**config.mk**
```make
export PLATFORM = sky130hd
export DESIGN_NAME = vga_timing_gen
export DESIGN_NICKNAME = d
export VERILOG_FILES = /design/src/rtl/vga_timing_gen.sv
export SDC_FILE = /design/constraint.sdc
export NUM_CORES = 1
export LEC_CHECK = 0
export BUFFER_PORTS_ARGS = -buffer_cell sky130_fd_sc_hd__buf_2
export CAP_MARGIN = 20
export CORE_MARGIN = 2
export CORE_UTILIZATION = 59
export CTS_BUF_LIST = sky130_fd_sc_hd__clkbuf_8
export DETAILED_ROUTE_END_ITERATION = 8
export PLACE_DENSITY = 0.88
export SETUP_SLACK_MARGIN = 0.02
export SLEW_MARGIN = 40
export SYNTH_ARGS = -nofsm -noshare
export SYNTH_HDL_FRONTEND = slang
export SYNTH_SLANG_ARGS = --single-unit
```
**constraint.sdc**
```tcl
create_clock -name clk -period 3.3 [get_ports clk]
set_input_delay 0.165 -clock clk [delete_from_list [all_inputs] [get_ports clk]]
set_output_delay 0.165 -clock clk [all_outputs]
set_load 0.05 [all_outputs]
```
**src/rtl/vga_timing_gen.sv**
```systemverilog
// vga_timing_gen
// Programmable VGA raster timing generator (640x480@60 by default).
// The beam advances one pixel per clk cycle in which pix_en is high. All
// outputs are registered and always describe the counter values currently
// presented, so downstream colour logic needs no latency compensation.
//
// Ports:
//   clk         system clock, rising edge
//   reset       asynchronous active-high reset
//   pix_en      pixel-step enable
//   hsync       horizontal sync (polarity set by SYNC_ACTIVE_LOW)
//   vsync       vertical sync   (polarity set by SYNC_ACTIVE_LOW)
//   display_en  beam inside the visible area
//   counter_x   current pixel column
//   counter_y   current line
//   line_start  one-clk pulse on entry to column 0
//   frame_start one-clk pulse on entry to (0,0)
//   frame_count frames started, modulo 256
module vga_timing_gen #(
    parameter int H_ACTIVE        = 640,
    parameter int H_FP            = 16,
    parameter int H_SYNC          = 96,
    parameter int H_BP            = 48,
    parameter int V_ACTIVE        = 480,
    parameter int V_FP            = 10,
    parameter int V_SYNC          = 2,
    parameter int V_BP            = 33,
    parameter int SYNC_ACTIVE_LOW = 1
) (
    input  logic       clk,
    input  logic       reset,
    input  logic       pix_en,
    output logic       hsync,
    output logic       vsync,
    output logic       display_en,
    output logic [9:0] counter_x,
    output logic [9:0] counter_y,
    output logic       line_start,
    output logic       frame_start,
    output logic [7:0] frame_count
);

    localparam int H_TOTAL = H_ACTIVE + H_FP + H_SYNC + H_BP;
    localparam int V_TOTAL = V_ACTIVE + V_FP + V_SYNC + V_BP;

    localparam logic [9:0] X_LAST = 10'(H_TOTAL - 1);
    localparam logic [9:0] Y_LAST = 10'(V_TOTAL - 1);

    // Region bounds are 11 bits wide so a sync window ending exactly at
    // 1024 (zero back porch, maximum total) still compares correctly.
    localparam logic [10:0] X_ACT  = 11'(H_ACTIVE);
    localparam logic [10:0] X_HS0  = 11'(H_ACTIVE + H_FP);
    localparam logic [10:0] X_HS1  = 11'(H_ACTIVE + H_FP + H_SYNC);
    localparam logic [10:0] Y_ACT  = 11'(V_ACTIVE);
    localparam logic [10:0] Y_VS0  = 11'(V_ACTIVE + V_FP);
    localparam logic [10:0] Y_VS1  = 11'(V_ACTIVE + V_FP + V_SYNC);

    localparam logic SYNC_ON  = (SYNC_ACTIVE_LOW == 0) ? 1'b1 : 1'b0;
    localparam logic SYNC_OFF = ~SYNC_ON;

    logic        x_wrap;
    logic [9:0]  x_next;
    logic [9:0]  y_next;
    logic [10:0] x_ext;
    logic [10:0] y_ext;
    logic        hsync_next;
    logic        vsync_next;
    logic        display_next;
    logic        line_next;
    logic        frame_next;

    // Outputs are decoded from the *next* counter values so that, once
    // registered, they line up with the counters on the same edge.
    always_comb begin
        x_wrap = (counter_x == X_LAST);
        x_next = x_wrap ? '0 : counter_x + 10'd1;
        y_next = counter_y;
        if (x_wrap) begin
            y_next = (counter_y == Y_LAST) ? '0 : counter_y + 10'd1;
        end

        x_ext = {1'b0, x_next};
        y_ext = {1'b0, y_next};

        display_next = (x_ext < X_ACT) && (y_ext < Y_ACT);
        hsync_next   = ((x_ext >= X_HS0) && (x_ext < X_HS1)) ? SYNC_ON : SYNC_OFF;
        vsync_next   = ((y_ext >= Y_VS0) && (y_ext < Y_VS1)) ? SYNC_ON : SYNC_OFF;
        line_next    = (x_next == '0);
        frame_next   = (x_next == '0) && (y_next == '0);
    end

    always_ff @(posedge clk or posedge reset) begin
        if (reset) begin
            counter_x   <= X_LAST;
            counter_y   <= Y_LAST;
            hsync       <= SYNC_OFF;
            vsync       <= SYNC_OFF;
            display_en  <= 1'b0;
            line_start  <= 1'b0;
            frame_start <= 1'b0;
            frame_count <= '1;
        end else if (pix_en) begin
            counter_x   <= x_next;
            counter_y   <= y_next;
            hsync       <= hsync_next;
            vsync       <= vsync_next;
            display_en  <= display_next;
            line_start  <= line_next;
            frame_start <= frame_next;
            if (frame_next) begin
                frame_count <= frame_count + 8'd1;
            end
        end else begin
            // Strobes are single-clk pulses; level outputs hold.
            line_start  <= 1'b0;
            frame_start <= 1'b0;
        end
    end

endmodule

```
======== Word level (Yosys, flattened, before mapping) ========
Cells that the tools add are included.
word-level totals
  input bits .............................. 3
  logic and storage cells ................. 33
  output and inout port bits .............. 33
  bits in registers ....................... 33
operators by class
  eq/ne operators ......................... 2
  add/subtract/negate cells ............... 3
  mux-type cells .......................... 7
  reductions and logical operators ........ 7
  magnitude comparators ................... 6
operators with widths
  kind                   number
  $mux 10                3
  $add 10x1->10 const B  2
  $eq 10x10->1 const B   2
  $logic_not 10->1       2
  $lt 10x10->1 const B   2
  $lt 10x9->1 const B    2
  $ge 10x10->1 const B   1
  $ge 10x9->1 const B    1
  $add 8x1->8 const B    1
  $logic_and 1x1->1      4
  $mux 1                 4
  $reduce_and 2->1       1

======== Logic depth before layout (Yosys ltp) ========
  depth after elaboration ................. 6
  mapped depth ............................ 9
  depth with buffers taken out ............ 9

======== Worst setup path before layout ========
No wires, ideal clock.
  path type ............................... reg2reg
  start ................................... register counter_x[0]
  end ..................................... register frame_count[6]
  cell stages (with the launch flop) ...... 9
  data arrival time ....................... 2803 ps
  period minus slack after synthesis ...... 2878 ps
  buffers on the path ..................... 0
  slack ................................... 422 ps
  cell sequence ........................... dfstp_2 > ha_1 > nand4_2 > or4_4 > o31a_1 > o21ai_2 > nand4_4 > nor3_2 > xor2_1
on the way
  cells in the longest elaborated chain, start to end .. 5
  elaborated cells on any way between the ends .. 8
ends and longest elaborated chain
  element                                               RTL line  RTL
  from (decl)                                           36        output logic [9:0] counter_x,
  from (signal assigned)                                103       counter_x <= x_next;
  $add 10x1->10 / $eq 10x10->1 (equally long branches)  76, 75
  $mux 10, on equally long branches                     76, 78
  $logic_not 10->1                                      89        frame_next = (x_next == '0) && (y_next == '0);
  $logic_and 1x1->1 *                                   89
  $reduce_and 2->1 (no line) *                          -
  to (signal assigned)                                  111       frame_count <= frame_count + 8'd1;
  to (decl)                                             40        output logic [7:0] frame_count
Every way passes the cells marked *; elsewhere a longest branch is shown, timed or not.
A chain may end at the register's enable or synchronous reset.

======== Final worst setup path ========
Ends and elaborated chain as after synthesis.

==> impl_metrics.ini <==
[final_layout]
layout-drive-gt1-share_pct = 30.4
fin_nets = 280
fillers = 292
area_delta_synth_final_pct = 12.1
postLayoutCoreUtil_pct = 68.6
n_antenna_cell = 0

[clock_network]
root_buffer = clkbuf_8
hold_buffers = 1
numCtsBuffers = 5
clock_latency_ns = 0.29
cts_num_sinks = 33
cts_resized = 0
cts_setup_buffers = 0
cts_max_level = 2
cts_tree = yes
clk_pin_slew_ns = 0.07
clockBufferDepth = 2

[setup_path]
startpoint_type = register
path_class = reg2reg
crit_fanout = 8
crit_arrival_ns = 3.13
end_kind = register
worst_ep_required_time_ns = 3.52

[global_routing]
grt_max_degree = 33
grt_first_pass_wirelength_um = 7840
grt_pass1_vias = 1687
overflow = 0
antenna_found_initial = 0
track_usage_pct = 23.8

[sta]
hold_viol_final = 0
rsz0062_at_grt = false
fin_crit_sh_pct = 88.2
tns_ns = 0
slew_viol_final = 0
hold-worst-slack_ns = 0.374
fin_crit_ns = 2.91
worstMarginPinSlew_ns = 0.637
worst_slack_ns = 0.389
fmax_mhz = 344
skew_ns = 0.00478
setup_viol = 0
slew_headroom_pct = 57.1

[floorplanning]
die_h_um = 65.6
rows = 22
die_x_um = 65.6
coreArea_mm2 = 0.00366
start_util_pct = 61.2
io_pins = 36
die_area_mm2 = 0.00430

[power]
p_per_area_mw_per_mm2 = 532
vdd_ir_drop_max_mv = 0.529
internal_power_uw = 772
leakage_nw = 1.06
p_sw_uw = 563
combPwrFrac_pct = 34.6
p_clk_share_pct = 21.6
swShare_pct = 42.1
finalPower_mw = 1.33
seqPwrFrac_pct = 43.8

[place]
preCtsSetupSlack_ns = 0.415
gp_congestion = 0.927
dp_hpwl_um = 3390
port_buffers = 35

[synth]
synthCells = 242
synth_area_mm2 = 0.00224
synth.distinct_cells = 57
async_flop_share_pct = 100
ys_seq_area_share_pct = 38.0
ys.flop_type = dfstp_2
ys_ff_latch = 33
post_synth.cell_area_avg_um2 = 9.25
syn_nets = 250
synth_edf_count = 0
ys_warn_count = 0

[hold_path]
hold_class = in2reg

[detailed_routing]
drt_wl_total_um = 4720
wl_per_cell_um = 14.7
firstDrtPassIters = 4
route.vias.total = 1892
antenna_left = 0
drt-vias-per-instance = 5.89
drc_errors = 0
drt_iter0_markers = 167

[flow_run]
max-cap-violations = 0

[run_status]
status = complete, no violations
==> stage by stage <==
step | std cells | instance area [um2]
detailed placement | 312 | 2420
floorplan | 242 | 2240
CTS | 321 | 2510
finish | 321 | 2510
global route | 321 | 2510
global placement | 312 | 2420
==> kinds of logic (layout without fill, tap and decap cells) <==
group | count (synthesis) | after routing | share of synthesized area (%)
buffers and inverters | 24 | 55 | 5.08
muxes | 7 | 7 | 3.41
and+or+nand+nor | 110 | 110 | 29.3
AOI/OAI and AO/OA | 40 | 40 | 12.5
DFF | 33 | 33 | 38.0
adders and majority gates | 5 | 5 | 2.79
xor gates and xnor gates | 23 | 23 | 8.99
==> worst max-delay path: stages (launching register included) <==
cell and delay (ns):
dfstp_2 0.58, ha_1 0.29, and4_1 0.33, a41oi_1 0.15, a311oi_1 0.49, nor3b_1 0.38
nand4_4 0.22, nor3_2 0.24, xor2_1 0.16
==> state kept, by name (all words and copies together) (netlist names) <==
signal and count:
line_start 1, display_en 1, counter_x 10, counter_y 10
hsync 1, vsync 1, frame_start 1, frame_count 8
==> power groups by stage <==
stage	sequential (mW)	clock [mW]	combinational (mW)
6_report	0.585	0.288	0.461
5_1_grt	0.595	0.310	0.497
4_1_cts	0.582	0.295	0.462
3_5_place_dp	0.588	0	0.459
3_3_place_gp	0.583	0	0.454
2_1_floorplan	0.675	0	0.291
==> metal layers <==
| metal | vias to the layer above | GRT usage [%] | share of wire (%) |
|---|---|---|---|
| li1 | 934 | - | - |
| met2 | 70 | 36.1 | 46 |
| met1 | 881 | 32.8 | 45 |
| met3 | 7 | 5.48 | 7.4 |
| met5 | - | 0 | 0 |
| met4 | 0 | 9.64 | 1.5 |
==> synth_stat cells, types with 3 or more instances <==
cell type	number	area share [%]
nand2b_1	4	1.1
nand3_1	12	2.7
buf_2	6	1.3
and4_1	4	1.6
and2_1	6	1.7
xnor2_1	16	6.3
nand2_1	21	3.5
xor2_1	7	2.7
a21oi_1	7	1.6
dfstp_2	20	23
nor3_1	4	0.89
mux2_2	5	2.5
clkbuf_1	7	1.2
ha_1	5	2.8
inv_1	7	1.2
o21ai_0	10	2.2
dfrtp_1	13	15
nand4_1	10	2.8
nor4_1	6	1.7
nor3_2	3	1.3
nor2_1	23	3.9
==> worst paths after layout <==
kind / start / cells past startpoint / slack, ns / to
max in group asynchronous: reset / 4 / 2.22 / counter_x[4]$_DFFE_PP1P_
hold / removal: pix_en / 3 / 0.37 / vsync$_DFFE_PP1P_
min in group asynchronous: reset / 3 / 0.48 / counter_y[6]$_DFFE_PP0P_
hold reg to reg: hsync$_DFFE_PP1P_ / 2 / 0.49 / hsync$_DFFE_PP1P_
setup / recovery: counter_x[0]$_DFFE_PP1P_ / 8 / 0.39 / frame_count[6]$_DFFE_PP1P_
setup reg to reg: counter_x[0]$_DFFE_PP1P_ / 8 / 0.39 / frame_count[6]$_DFFE_PP1P_
==> cells in the final DEF (no fill, tap or decap), types with 3 or more instances in the layout <==
master,count
nor3_1,4
nor2_1,23
and2_1,6
a21oi_1,7
dfstp_2,20
xor2_1,7
xnor2_1,16
nor3_2,3
buf_2,35
and4_1,4
mux2_2,5
nand3_1,12
dfrtp_1,13
o21ai_0,10
nand4_1,10
nor4_1,6
ha_1,5
clkbuf_8,5
nand2_1,21
inv_1,7
buf_4,4
nand2b_1,4
==> cell type report <==
class                      instances  area [um2]  area share, %
sequential                        33         851           33.9
tap                               48        60.1           2.39
clock inverter                     3        13.8          0.548
timing repair buffer              40         215           8.57
multi-input combinational        185        1270           50.8
clock buffer                       5        68.8           2.74
inverter                           7        26.3           1.05
No activity file was read; power rests on OpenSTA's default activity.
